`src/rtl/led_pkg.sv`:
```
// LED PWM controller shared types and defaults.
// Mode encoding matches the 2-bit mode register field.
package led_pkg;

  typedef enum logic [1:0] {
    MODE_OFF     = 2'b00,
    MODE_STATIC  = 2'b01,
    MODE_BLINK   = 2'b10,
    MODE_BREATHE = 2'b11
  } led_mode_e;

  localparam int DEF_NUM_CH        = 4;
  localparam int DEF_PWM_BITS      = 8;
  localparam int DEF_PRESC_BITS    = 8;
  localparam int DEF_BLINK_PERIODS = 16;

  function automatic int idx_width(input int n);
    return (n > 1) ? $clog2(n) : 1;
  endfunction

endpackage

```
`src/rtl/led_channel.sv`:
```
// One LED channel: shadow/active registers,
// breathe ramp and registered PWM compare.
module led_channel
  import led_pkg::*;
#(
  parameter int PWM_BITS = DEF_PWM_BITS
) (
  input  logic                clk,
  input  logic                rst,
  input  logic                wr_hit,
  input  logic                wr_sel,
  input  logic [PWM_BITS-1:0] wr_data,
  input  logic                wrap_tick,
  input  logic                blink_on,
  input  logic [PWM_BITS-1:0] pwm_cnt,
  output logic                led
);

  localparam logic [PWM_BITS-1:0] ONE = PWM_BITS'(1);

  logic [PWM_BITS-1:0] sh_duty;
  logic [PWM_BITS-1:0] act_duty;
  logic [PWM_BITS-1:0] nx_duty;
  logic [PWM_BITS-1:0] ramp;
  logic [PWM_BITS-1:0] ramp_nx;
  logic [PWM_BITS-1:0] level;
  led_mode_e           sh_mode;
  led_mode_e           act_mode;
  led_mode_e           nx_mode;
  logic                ramp_up;
  logic                ramp_up_nx;
  logic                up;
  logic                below;
  logic                at_zero;

  always_comb begin
    nx_duty = sh_duty;
    nx_mode = sh_mode;
    if (wr_hit && !wr_sel) nx_duty = wr_data;
    if (wr_hit && wr_sel)  nx_mode = led_mode_e'(wr_data[1:0]);
  end

  // a duty lowered under the ramp turns it downward
  assign up      = ramp_up && !(nx_duty < ramp);
  assign below   = ramp < nx_duty;
  assign at_zero = (ramp == '0);

  always_comb begin
    ramp_nx    = ramp;
    ramp_up_nx = up;
    unique case (1'b1)
      up && below:
        ramp_nx = ramp + ONE;
      up && !below: begin
        ramp_up_nx = 1'b0;
        ramp_nx    = at_zero ? ramp : ramp - ONE;
      end
      !up && !at_zero:
        ramp_nx = ramp - ONE;
      default: begin
        ramp_up_nx = 1'b1;
        if (nx_duty != '0) ramp_nx = ramp + ONE;
      end
    endcase
  end

  always_comb begin
    level = '0;
    unique case (act_mode)
      MODE_OFF:     level = '0;
      MODE_STATIC:  level = act_duty;
      MODE_BLINK:   level = blink_on ? act_duty : '0;
      MODE_BREATHE: level = ramp;
    endcase
  end

  always_ff @(posedge clk or posedge rst) begin
    if (rst) begin
      sh_duty  <= '0;
      sh_mode  <= MODE_OFF;
      act_duty <= '0;
      act_mode <= MODE_OFF;
      ramp     <= '0;
      ramp_up  <= 1'b1;
      led      <= 1'b0;
    end else begin
      sh_duty <= nx_duty;
      sh_mode <= nx_mode;
      if (wrap_tick) begin
        act_duty <= nx_duty;
        act_mode <= nx_mode;
        // leaving breathe parks the ramp so re-entry starts at 0, up
        if (nx_mode == MODE_BREATHE) begin
          ramp    <= ramp_nx;
          ramp_up <= ramp_up_nx;
        end else begin
          ramp    <= '0;
          ramp_up <= 1'b1;
        end
      end
      led <= (level > pwm_cnt);
    end
  end

endmodule

```
`src/rtl/led_pwm_controller.sv`:
```
// Multi-channel LED PWM controller: prescaler,
// shared PWM counter and blink phase, per-channel slices.
module led_pwm_controller
  import led_pkg::*;
#(
  parameter int NUM_CH        = DEF_NUM_CH,
  parameter int PWM_BITS      = DEF_PWM_BITS,
  parameter int PRESC_BITS    = DEF_PRESC_BITS,
  parameter int BLINK_PERIODS = DEF_BLINK_PERIODS
) (
  input  logic                         clk,
  input  logic                         rst,
  input  logic                         wr_en,
  input  logic [idx_width(NUM_CH)-1:0] wr_ch,
  input  logic                         wr_sel,
  input  logic [PWM_BITS-1:0]          wr_data,
  input  logic [PRESC_BITS-1:0]        prescale,
  output logic [NUM_CH-1:0]            led_out,
  output logic                         period_start
);

  localparam int CH_W = idx_width(NUM_CH);
  localparam int BL_W = idx_width(BLINK_PERIODS);
  localparam logic [BL_W-1:0] BL_LAST =
    BL_W'(BLINK_PERIODS - 1);

  logic [PRESC_BITS-1:0] presc_cnt;
  logic [PWM_BITS-1:0]   pwm_cnt;
  logic [BL_W-1:0]       blink_cnt;
  logic                  blink_on;
  logic                  tick;
  logic                  wrap_tick;

  // >= lets a shrinking prescale restart at once
  assign tick      = (presc_cnt >= prescale);
  assign wrap_tick = tick && (pwm_cnt == '1);

  always_ff @(posedge clk or posedge rst) begin
    if (rst) begin
      presc_cnt    <= '0;
      pwm_cnt      <= '0;
      period_start <= 1'b0;
      blink_cnt    <= '0;
      blink_on     <= 1'b1;
    end else begin
      presc_cnt    <= tick ? '0 : presc_cnt + PRESC_BITS'(1);
      period_start <= wrap_tick;
      if (tick) pwm_cnt <= pwm_cnt + PWM_BITS'(1);
      if (wrap_tick) begin
        if (blink_cnt == BL_LAST) begin
          blink_cnt <= '0;
          blink_on  <= ~blink_on;
        end else begin
          blink_cnt <= blink_cnt + BL_W'(1);
        end
      end
    end
  end

  for (genvar i = 0; i < NUM_CH; i++) begin : g_ch
    led_channel #(
      .PWM_BITS(PWM_BITS)
    ) u_ch (
      .clk      (clk),
      .rst      (rst),
      .wr_hit   (wr_en && (wr_ch == CH_W'(i))),
      .wr_sel   (wr_sel),
      .wr_data  (wr_data),
      .wrap_tick(wrap_tick),
      .blink_on (blink_on),
      .pwm_cnt  (pwm_cnt),
      .led      (led_out[i])
    );
  end

endmodule

```
`config.mk`:
```
export PLATFORM = sky130hd
export DESIGN_NAME = led_pwm_controller
export DESIGN_NICKNAME = d
export VERILOG_FILES = /design/src/rtl/led_pkg.sv /design/src/rtl/led_channel.sv /design/src/rtl/led_pwm_controller.sv
export SDC_FILE = /design/constraint.sdc
export NUM_CORES = 1
export LEC_CHECK = 0
export ABC_AREA = 1
export BUFFER_PORTS_ARGS = -buffer_cell sky130_fd_sc_hd__buf_2
export CAP_MARGIN = 20
export CORE_ASPECT_RATIO = 0.9
export CORE_MARGIN = 3
export CORE_UTILIZATION = 40
export DETAILED_ROUTE_END_ITERATION = 16
export GPL_ROUTABILITY_DRIVEN = 0
export SYNTH_ARGS = -nofsm -noshare
export SYNTH_HDL_FRONTEND = slang
export SYNTH_SLANG_ARGS = --single-unit
```
`constraint.sdc`:
```
create_clock -name clk -period 7.1 [get_ports clk]
set_clock_uncertainty 0.1 [all_clocks]
set_input_delay 1.42 -clock clk [delete_from_list [all_inputs] [get_ports clk]]
set_output_delay 1.42 -clock clk [all_outputs]
set_load 0.005 [all_outputs]
```
======== Word-level counts from Yosys, hierarchy flattened ========
Index checks and enable logic that the tools add are counted.
cells by class
  reduce and logical (&&, ||, !) cells .... 68
  divide/modulo/power cells ............... 0
  bitwise operators ....................... 1
  equality and inequality tests ........... 29
  shift operators ......................... 0
  add/sub/neg operators ................... 11
  order comparisons ....................... 13
  multiplexer cells ....................... 42
  multiply operators ...................... 0
operators by type and width
  kind                 count
  $mux 8               21
  $pmux 8 s4           4
  $pmux 8 s3           4
  $lt 8x8->1           8
  $add 8x1->8 const B  6
  $gt 8x8->1           4
  $logic_not 8->1      4
  $reduce_bool 8->1    4
  $sub 8x1->8 const B  4
  $logic_and 1x1->1    29
  $eq 2x2->1 const B   14
  $ne 5x1->1 const B   4
  $logic_not 1->1      17
  $ne 3x3->1 const B   4
  $reduce_and 3->1     4
  $eq 2x1->1 const B   5
  $logic_not 2->1      5
  $eq 8x8->1 const B   1
  $ge 8x8->1           1
  $mux 2               4
  $pmux 1 s2           4
  $reduce_or 2->1      4
  $add 4x1->4 const B  1
  $eq 4x4->1 const B   1
  4 further kinds      7
storage, ports and cells
  ROM bits ................................ 0
  bits in latches ......................... 0
  memory bits (writable) .................. 0
  flip-flop bits (word level) ............. 142
  memories ................................ 0

======== Logic depth before layout (Yosys ltp) ========
Gate-level depths: netlist (run 1).
  depth in word-level cells ............... 12
  gate-level depth with buffers ........... 29

======== Cells and area by module ========
A second synthesis (run 1) with hierarchy kept.
unflattened totals
  cells, all modules ...................... 1,292
  area total of the unflattened synthesis .. 9,894.5 um^2
by module, submodules not included
  module                           instances  area each (um^2)  cells each  seq. area each (um^2)
  led_channel at g_ch[0].u_ch ...  3          2,129.5           287         752.0
  led_channel at g_ch[1].u_ch      1          2,134.5           273         752.0
  led_pwm_controller               1          1,371.3           158         551.8

======== Worst setup path before layout (run 1) ========
Ideal clock, no wire load.
  path kind ............................... input port to flip-flop
  start point ............................. input wr_en
  end point ............................... register g_ch[1].u_ch.ramp[6]
  path slack .............................. 2,642 ps
  cell stages on the path ................. 25
  arrival ................................. 4,237 ps
  setup time .............................. 121 ps
  path through ............................ buf_6 -> nand2_2 -> nor2_4 -> nand2_2 -> buf_6 -> o21ai_2 -> inv_1 -> ha_1 -> nand2_1 -> inv_1 -> nand2_1 -> nand2_1 -> nand2_1 -> nand2_1 -> nand2_1 -> nand2_1 -> nand2_1 -> inv_1 -> ha_1 -> a21oi_1 -> o21ai_0 -> a21o_1 -> a21oi_1 -> xor2_1 -> o21ai_2
on the way
  cells in the longest elaborated chain, start to end .. 10
  elaborated cells between the ends (all ways) .. 21
  classes of those cells .................. order compare: 2; eq/ne: 3; mux: 4; reduce/logical: 12
RTL lines
  element                                               RTL line                  text
  from (decl)                                           led_pwm_controller.sv:13  input logic wr_en,
  $logic_and 1x1->1 *                                   led_pwm_controller.sv:66  .wr_hit (wr_en && (wr_ch == CH_W'(i))),
  $logic_and 1x1->1 *                                   led_channel.sv:39         if (wr_hit && !wr_sel) nx_duty = wr_data;
  $mux 8 *                                              led_channel.sv:39
  net g_ch[1].u_ch.nx_duty[2]                           led_channel.sv:23         logic [PWM_BITS-1:0] nx_duty;
  $lt 8x8->1                                            led_channel.sv:44         assign up = ramp_up && !(nx_duty < ramp);
  $logic_not 1->1                                       led_channel.sv:44
  $logic_and 1x1->1                                     led_channel.sv:44
  $logic_not 1->1                                       led_channel.sv:58         !up && !at_zero:
  $logic_and 1x1->1                                     led_channel.sv:58
  $ne 5x1->1 (no line) or $pmux 8 s3 (tied branches)    --
  $reduce_and 3->1 (no line) or $mux 8 (tied branches)  --
  to (signal assigned)                                  led_channel.sv:94         ramp <= ramp_nx;
  to (decl)                                             led_channel.sv:24         logic [PWM_BITS-1:0] ramp;
The timed path passes the listed nets; every way through them passes the cells marked *.
A chain may end at the register's enable or synchronous reset.

======== Worst setup path after layout (run 1) ========
  start point ............................. input wr_en
  end point ............................... register g_ch[3].u_ch.ramp[6]
on the way
  cells in the longest elaborated chain, start to end .. 10
  elaborated cells between the ends (all ways) .. 21
  classes of those cells .................. order compare: 2; eq/ne: 3; mux: 4; reduce/logical: 12
RTL lines
  element                                               RTL line
  $logic_and 1x1->1 *                                   led_pwm_controller.sv:66
  $logic_and 1x1->1 *                                   led_channel.sv:39
  $mux 8 *                                              led_channel.sv:39
  net g_ch[3].u_ch.nx_duty[3]                           led_channel.sv:23
  $lt 8x8->1                                            led_channel.sv:44
  $logic_not 1->1                                       led_channel.sv:44
  $logic_and 1x1->1                                     led_channel.sv:44
  $logic_not 1->1                                       led_channel.sv:58
  $logic_and 1x1->1                                     led_channel.sv:58
  $ne 5x1->1 (no line) or $pmux 8 s3 (tied branches)    --
  $reduce_and 3->1 (no line) or $mux 8 (tied branches)  --
  to (signal assigned)                                  led_channel.sv:94
  to (decl)                                             led_channel.sv:24
Marks and branches as above.

==> metrics.cfg, run 1 <==
[run_status]
status = completed

[global_route]
use_met2_pct = 27.8
grtUsageTotal_pct = 17.6
grtUsageMet3_pct = 3.48
busiest_layer = met2
grt_pass1_wl_mm = 36.5
grt-ovfl-total = 0
use_met1_pct = 25.2
antenna_found_initial = 1
grt_pass1_vias = 7310
grt_max_degree = 84

[sta]
hold_violations = 0
rsz0062_at_grt = false
tns_ns = 0
slew_headroom_pct = 47.2
min_period_over_period_pct = 67.1
slew_viol_final = 0
tightest_slew_ns = 0.793
setup_viol = 0
hold_ws_ns = 0.369
fmax_ghz = 0.210
fin_crit_ns = 4.77
layout_setup_ws_ns = 2.33

[layout]
layout.cells.non_filler = 1556
layout-drive-gt1-share_pct = 10.2
syn_to_final_growth_pct = 10.4
nFillCells = 2366
mostFrequentLayoutCell = nand2_1
final_net_count = 1371
fin_util_pct = 45.7
final_cell_mix = nand2_1, inv_1, dfrtp_1, ha_1, o21ai_0
diodes = 0

[die]
row_count = 52
start_util_pct = 41.3
coreArea_mm2 = 0.0229
fp.dieW_um = 168
die_y_um = 152
io_pins = 27
dieArea_mm2 = 0.0256

[power]
cellPowerDensity_mw_per_mm2 = 228
p_leak_nw = 5.37
max-vdd-ir-drop_mv = 0.142

[synth]
synthSimpleGateAreaFrac_pct = 24.1
ys_seq_area_share_pct = 37.6
muxShareOfSynthArea_pct = 0
synth-compound-area-share_pct = 12.7
synthCells = 1220
postSynthAreaPerCell_um2 = 7.76
synthXorXnorAreaFrac_pct = 2.40
synth_warnings = 0
synth_seq_cells = 142
synth_nets = 1345
synth_top_family_by_area = simple AND/OR/NAND/NOR gates
synth.distinct_cells = 49
synth_adder_area_share_pct = 13.9
netlist_area_mm2 = 0.00947

[critical_path]
ff2ff_path_depth = 22
arrival_ns = 4.97
slowest_delay_ns = 0.50
critPathRequiredTime_ns = 7.31
worstPathCellList = buf_2, nand3_1, nor2_1, nand2_1, o21ai_0, inv_1, ha_1, a21oi_1, nand2_1, nand2_1, nand2_1, nand3_1, nand2_1, inv_1, ha_1, a21oi_1, o21ai_0, a21o_1, a21oi_1, xor2_1, o21ai_1
critPathKind = in2reg
cp_common_cell = nand2_1
critical_path.max_fanout = 11
slowest_stage = nor2_1
cp-start-kind = primary input
endpoint_kind = flip-flop

[clock_tree]
cts.path.max_buffers = 2
cts_buffers = 17
cts.sinks = 142
htreeDepth = 4
postCtsSetupBuffers = 0
cts_tree = yes
cts_hold_buf = 0
cts_resized = 0
clock_latency_ns = 0.42
clk_pin_slew_ns = 0.06
ctsRootBufferMaster = clkbuf_16

[drt]
wirelength_mm = 21.8
ant_nets = 0
drt_pass1_iterations = 5
via_per_inst = 4.87
first_iter_violations = 419
drcViolationCount = 0
wl_per_cell_um = 14.0
vias = 7582

[placement]
dpl.hpwl_mm = 16.1
port-buffer-count = 26
place_ws_ns = 1.92
dp.cells = 1524

[worst_hold_path]
holdPathStages = 1
hold_path_class = reg2reg

[run]
maxCapViolCount = 0

## power by group
group | switching (mW) | leakage, nW | internal [mW]
sequential | 0.0504 | 1.79 | 0.891
clock | 0.337 | 0.298 | 0.589
combinational | 0.337 | 3.28 | 0.177
## state kept, by name, indices dropped and copies added (netlist names)
name                flops
g_ch.u_ch.ramp         32
g_ch.u_ch.sh_mode       8
g_ch.u_ch.act_mode      8
period_start            1
g_ch.u_ch.led           4
pwm_cnt                 8
blink_on                1
presc_cnt               8
g_ch.u_ch.sh_duty      32
g_ch.u_ch.act_duty     32
blink_cnt               4
g_ch.u_ch.ramp_up       4
## cells by family (layout without fill, tap and decap cells)
| logic type | Yosys count | after routing |
|---|---|---|
| simple gates | 519 | 519 |
| fa+ha+maj | 103 | 103 |
| compound gates | 214 | 214 |
| flops | 142 | 142 |
| xor+xnor | 26 | 26 |
| buf+inv | 216 | 255 |
## critical path, delay by kind of cell
family	cells	cell delay, ns
AND/OR/NAND/NOR	8	1.22
AO/OA/AOI/OAI	7	1.03
adder cells (fa/ha/maj)	2	0.65
buffers and inverters	3	0.49
XOR/XNOR	1	0.17
## layer usage
layer / wire (µm) / up-vias
li1: - / 3995
met1: 11100 / 3473
met2: 9800 / 94
met3: 708 / 18
met4: 254 / 2
met5: 20 / -
## path summary, 6_finish.rpt
path	end	start	slack [ns]
worst max-delay path	g_ch[3].u_ch.ramp[6]$_DFFE_PP0P_	wr_en	2.33
worst min-delay path	pwm_cnt[7]$_DFFE_PP0N_	pwm_cnt[7]$_DFFE_PP0N_	0.37
worst max register to register	g_ch[0].u_ch.ramp[6]$_DFFE_PP0P_	g_ch[0].u_ch.sh_duty[1]$_DFF_PP0_	3.73
worst min register to register	pwm_cnt[7]$_DFFE_PP0N_	pwm_cnt[7]$_DFFE_PP0N_	0.37
max in group asynchronous	pwm_cnt[2]$_DFFE_PP0N_	rst	4.56
min in group asynchronous	g_ch[2].u_ch.led$_DFF_PP0_	rst	1.05
## through the flow
stage	power (mW)	instance area [µm²]
2_1_floorplan	1.33	9470
3_3_place_gp	1.46	9850
3_5_place_dp	1.47	9850
4_1_cts	2.41	10500
5_1_grt	2.54	10500
6_report	2.38	10500
## cell usage after synthesis (all sizes together)
master | n | area (µm²)
xor2 | 17 | 149
a32oi | 2 | 17.5
a31oi | 6 | 37.5
o221ai | 1 | 8.76
nor3 | 11 | 55.1
a21oi | 68 | 340
buf | 12 | 96.3
o21bai | 1 | 7.51
dfrtp | 137 | 3430
ha | 99 | 1240
fa | 4 | 80.1
o21a | 2 | 15.0
clkinv | 4 | 21.3
o21ai | 120 | 668
a211oi | 3 | 22.5
nand2 | 364 | 1470
xnor2 | 9 | 78.8
nor2 | 61 | 249
and3 | 1 | 6.26
clkbuf | 9 | 43.8
a21o | 6 | 45.0
o2bb2ai | 2 | 17.5
inv | 191 | 719
or2 | 5 | 31.3
nand4 | 16 | 100
o311ai | 1 | 8.76
nand3b | 2 | 15.0
nor3b | 3 | 22.5
dfstp | 5 | 131
nor4 | 1 | 6.26
o31ai | 2 | 15.0
nand3 | 55 | 320
## layout make-up
cell class                 instances  area (µm²)  area share (%)
timing repair buffer              28         145            1.39
clock buffer                      26         499            4.78
multi-input combinational        862        5030            48.1
inverter                         195         746            7.13
clock inverter                     6         105            1.01
tap                              297         372            3.55
sequential                       142        3560            34.0
Power figures use the tool's default switching activity.
==> run 2, diff against run 1 <==
Clock period 7.1 ns to 4.3 ns, I/O delays scaled along.
==> metrics.cfg, run 2 (synthesis gave the netlist of run 1 again) <==
[sta]
tightest_slew_ns = 0.781
fmax_ghz = 0.262
fin_crit_ns = 3.82
hold_violations = 0
slew_viol_final = 0
hold_ws_ns = 0.372
rsz0062_at_grt = false
min_period_over_period_pct = 88.8
slew_headroom_pct = 47.9
setup_viol = 0

[layout]
final_area_mm2 = 0.0106
final_cell_mix = nand2_1, inv_1, dfrtp_1, ha_1, o21ai_0
diodes = 0
syn_to_final_growth_pct = 12.4
mostFrequentLayoutCell = nand2_1
final_net_count = 1394
largestRegisters = g_ch.u_ch.act_duty x32, g_ch.u_ch.ramp x32, g_ch.u_ch.sh_duty x32
layout-drive-gt1-share_pct = 11.9

[die]
fp.dieW_um = 168
io_pins = 27
die_y_um = 152
start_util_pct = 41.3
dieArea_mm2 = 0.0256
coreArea_mm2 = 0.0229
row_count = 52

[drt]
vias = 7689
wl_met3_um = 689
top_layer_used = met5
drt_pass1_iterations = 5
first_iter_violations = 473
wl_per_cell_um = 14.1
wirelength_mm = 22.2
via_per_inst = 4.87
drcViolationCount = 0
ant_nets = 0
route.met2.wl_mm = 10.1
m1WireLength_mm = 11.2

[critical_path]
critPathRequiredTime_ns = 4.51
cp-start-kind = primary input
cp_common_cell = nand2_1
critPathKind = in2reg
arrival_ns = 4.03
critical_path.max_fanout = 12
endpoint_kind = flip-flop
crit_family = simple AND/OR/NAND/NOR gates
cp_num_buf_inv = 6
worstPathCellList = buf_2, inv_4, buf_4, nand2_2, o21ai_1, inv_1, ha_1, nand2_1, nor2_1, nand2_1, nand2_1, nand3_1, nand2_1, inv_2, ha_1, inv_1, nor2_1, o21ai_0, nand2_1, nand2_1, nand2_1, a21oi_1, xor2_1, o21ai_1
slowest_stage = ha_1
slowest_delay_ns = 0.32

[clock_tree]
cts_resized = 0
htreeDepth = 4
cts_tree = yes
postCtsSetupBuffers = 0
cts.sinks = 142
cts_buffers = 17
ctsRootBufferMaster = clkbuf_16
clock_latency_ns = 0.43
clk_pin_slew_ns = 0.06
cts_hold_buf = 0
cts.path.max_buffers = 2

[power]
max-vdd-ir-drop_mv = 0.236
p_leak_nw = 5.47
cellPowerDensity_mw_per_mm2 = 373

[worst_hold_path]
hold_path_class = reg2reg

[placement]
dpl.hpwl_mm = 16.2
placed_area_mm2 = 0.0100
port-buffer-count = 26

[global_route]
grt_pass1_wl_mm = 37.2
grt_max_degree = 143
grt_pass1_vias = 7370
grtUsageTotal_pct = 18.0
grt-ovfl-total = 0
antenna_found_initial = 1

[run]
maxCapViolCount = 0

[run_status]
status = completed

-- run 2: per-layer routing --
| metal | global-route usage [%] | vias to the layer above |
|---|---|---|
| met3 | 2.83 | 18 |
| met2 | 28.9 | 96 |
| li1 | - | 4044 |
| met4 | 4.71 | 2 |
| met1 | 25.5 | 3529 |
| met5 | 0 | - |
-- run 2: layout make-up --
cell class | count | area, µm²
clock buffers | 25 | 485
clock inverters | 6 | 108
fillers | 2241 | 12300
inverters | 195 | 744
multi-input cells | 862 | 5030
flip-flops and latches | 142 | 3560
well taps | 297 | 372
repair buffers | 51 | 343
-- run 2: final timing paths --
kind / end / depth (start not counted) / from / slack (ns)
worst max-delay path: g_ch[2].u_ch.ramp[6]$_DFFE_PP0P_ / 24 / wr_sel / 0.48
worst min-delay path: pwm_cnt[7]$_DFFE_PP0N_ / 1 / pwm_cnt[7]$_DFFE_PP0N_ / 0.37
worst max register to register: g_ch[0].u_ch.ramp[6]$_DFFE_PP0P_ / 22 / g_ch[0].u_ch.sh_duty[1]$_DFF_PP0_ / 1.12
worst min register to register: pwm_cnt[7]$_DFFE_PP0N_ / 1 / pwm_cnt[7]$_DFFE_PP0N_ / 0.37
max in group asynchronous: g_ch[1].u_ch.sh_duty[1]$_DFF_PP0_ / 3 / rst / 2.97
min in group asynchronous: g_ch[0].u_ch.ramp[0]$_DFFE_PP0P_ / 3 / rst / 0.57
-- run 2: where the power goes --
part | leakage [nW] | total (mW) | switching, mW | internal (mW)
Clock | 0.287 | 1.53 | 0.578 | 0.955
Sequential | 1.79 | 1.55 | 0.0812 | 1.47
Combinational | 3.39 | 0.881 | 0.562 | 0.319
-- run 2: stage by stage --
stage	cells	TNS, ns	power, mW	util, %	setup WS [ns]
2_1_floorplan	1220	0	2.19	-	0.402
3_3_place_gp	1547	-0.0448	2.43	43.9	-0.0438
3_5_place_dp	1547	-0.0695	2.46	43.9	-0.0399
4_1_cts	1578	0	4.00	46.5	0.404
5_1_grt	1578	0	4.22	46.5	0.0417
6_report	1578	0	3.97	46.5	0.482
==> run 3, diff against run 2 <==
Settings changed: CTS_BUF_LIST set to sky130_fd_sc_hd__clkbuf_4 sky130_fd_sc_hd__clkbuf_8 sky130_fd_sc_hd__clkbuf_16, SKIP_CTS_REPAIR_TIMING set to 1.
Clock period 4.3 ns to 3.1 ns, I/O delays scaled along.
==> metrics.cfg, run 3 (synthesis gave the netlist of run 1 again) <==
[drt]
wl_per_cell_um = 14.9
first_iter_violations = 438
via_per_inst = 4.95
vias = 8531
drcViolationCount = 0
wirelength_mm = 25.6
drt_pass1_iterations = 5
ant_nets = 0

[critical_path]
critical_path.max_fanout = 7
ff2ff_path_depth = 24
critPathKind = in2reg
arrival_ns = 3.40
critPathRequiredTime_ns = 3.32
r2r-end = g_ch[0].u_ch.ramp[7]$_DFFE_PP0P_
rr_startpoint = g_ch[0].u_ch.sh_duty[1]$_DFF_PP0_
cp-start-kind = primary input
endpoint_kind = flip-flop
r2r_slack_ns = 0.24

[clock_tree]
cts.sinks = 142
cts_buffers = 17
htreeDepth = 4
clock_latency_ns = 0.43
cts.path.max_buffers = 2
ctsRootBufferMaster = clkbuf_16
clk_pin_slew_ns = 0.06
cts_tree = yes

[power]
switching_share_pct = 31.9
seqPwrFrac_pct = 36.4
pwr-share-clk_pct = 36.2
max-vdd-ir-drop_mv = 0.298
internal_power_mw = 4.04
p_switching_mw = 1.90
cellPowerDensity_mw_per_mm2 = 455
p_leak_nw = 6.33
pwr-share-comb_pct = 27.4

[global_route]
grt_pass1_wl_mm = 40.4
grt-ovfl-total = 0
grtUsageTotal_pct = 19.3
grt_max_degree = 73
grt_pass1_vias = 8336
antenna_found_initial = 0

[die]
row_count = 52
coreArea_mm2 = 0.0229
io_pins = 27
die_y_um = 152
fp.dieW_um = 168
start_util_pct = 41.3
dieArea_mm2 = 0.0256

[run]
maxCapViolCount = 0

[layout]
mostFrequentLayoutCell = nand2_1
diodes = 0
final_cell_mix = nand2_1, inv_1, buf_4, dfrtp_1, nand2_2
syn_to_final_growth_pct = 37.9
layout.cells.non_filler = 1722
largestRegisters = g_ch.u_ch.act_duty x32, g_ch.u_ch.ramp x32, g_ch.u_ch.sh_duty x32
final_net_count = 1537
layout-drive-gt1-share_pct = 34.9

[placement]
port-buffer-count = 26
dp.cells = 1654
dpl.hpwl_mm = 18.1
place_ws_ns = -0.682

[sta]
tightest_slew_ns = 0.711
hold_ws_ns = -0.000433
layout_setup_ws_ns = -0.0748
fmax_ghz = 0.315
slew_viol_final = 0
slew_headroom_pct = 52.6
fin_crit_ns = 3.17
hold_violations = 1
setup_viol = 7
rsz0062_at_grt = true
min_period_over_period_pct = 102

[run_status]
violations = negative hold slack, negative setup slack
status = finished with violations

[worst_hold_path]
hold_path_class = in2async

[run 3: changes by cell type in the layout (fill, tap and decap cells not counted), moves of 9 or more]
cell / before / now
nand2_4: 4 / 15
o21ai_0: 77 / 65
inv_2: 5 / 27
ha_4: 0 / 37
nor2_1: 57 / 48
ha_1: 99 / 62
buf_4: 23 / 149
a21oi_1: 68 / 44
nand2_2: 24 / 67
inv_1: 184 / 156
nand2_1: 335 / 281
a21oi_2: 0 / 20
nand3_1: 49 / 38
buf_6: 0 / 12
[run 3: area by class of cell]
cell class | count | area (µm²)
clock buffers | 19 | 447
flip-flops and latches | 142 | 3560
multi-input cells | 864 | 6170
inverters | 195 | 797
repair buffers | 192 | 1540
clock inverters | 13 | 166
well taps | 297 | 372
fillers | 2036 | 9840
[run 3: metal layers]
metal / global-route usage, % / vias up / part of all wire, %
met2: 31.5 / 121 / 49
li1: - / 4337 / -
met3: 3.53 / 29 / 3.4
met5: 0 / - / 0
met1: 26.7 / 4044 / 47
met4: 4.48 / 0 / 1.2
[run 3: critical path: stages]
cell and delay [ns]:
buf_12 0.11, nor2_4 0.13, nand3_4 0.13, buf_12 0.17, o21ai_4 0.13, inv_2 0.07, ha_4 0.27, inv_2 0.03
o21bai_1 0.12, nand2_1 0.07, nand2_1 0.06, nand2_1 0.06, nand2_2 0.10, nand3_4 0.11, nand2_8 0.10, clkinv_8 0.08
buf_4 0.14, ha_4 0.22, a21oi_2 0.13, o21ai_2 0.08, a31oi_4 0.17, inv_1 0.06, nand3_1 0.08, nand2_1 0.06
nand2_1 0.05, nand2_1 0.04
[run 3: power by group through the flow]
stage	Sequential (mW)	Combinational [mW]	Clock (mW)
finish	2.16	1.63	2.15
global route	2.18	1.86	2.27
CTS	2.16	1.40	2.19
detailed placement	2.19	1.39	0
global placement	2.19	1.35	0
floorplan	2.16	0.900	0
[run 3: worst max path at each step]
stage	from	to	slack [ns]
2_1_floorplan	wr_en	g_ch[1].u_ch.ramp[6]$_DFFE_PP0P_	-0.37
3_3_place_gp	wr_ch[0]	g_ch[1].u_ch.ramp[6]$_DFFE_PP0P_	-0.59
3_5_place_dp	wr_ch[0]	g_ch[1].u_ch.ramp[6]$_DFFE_PP0P_	-0.68
4_1_cts	wr_ch[0]	g_ch[1].u_ch.ramp[6]$_DFFE_PP0P_	-0.23
5_1_grt	wr_ch[0]	g_ch[0].u_ch.ramp[6]$_DFFE_PP0P_	-0.27
6_report	wr_ch[0]	g_ch[0].u_ch.ramp[7]$_DFFE_PP0P_	-0.07
[run 3: per-stage QoR]
stage	power (mW)	util, %	area [µm²]	hold slack [ns]	TNS [ns]
3_5_place_dp	3.58	49.4	11300	0.361	-12.94
6_report	5.94	57.0	13100	-0.000433	-0.283
3_3_place_gp	3.53	49.4	11300	0.356	-11.01
2_1_floorplan	3.06	-	9940	0.342	-3.14
5_1_grt	6.30	57.0	13100	0.00211	-2.51
4_1_cts	5.75	52.1	11900	-0.00453	-1.89
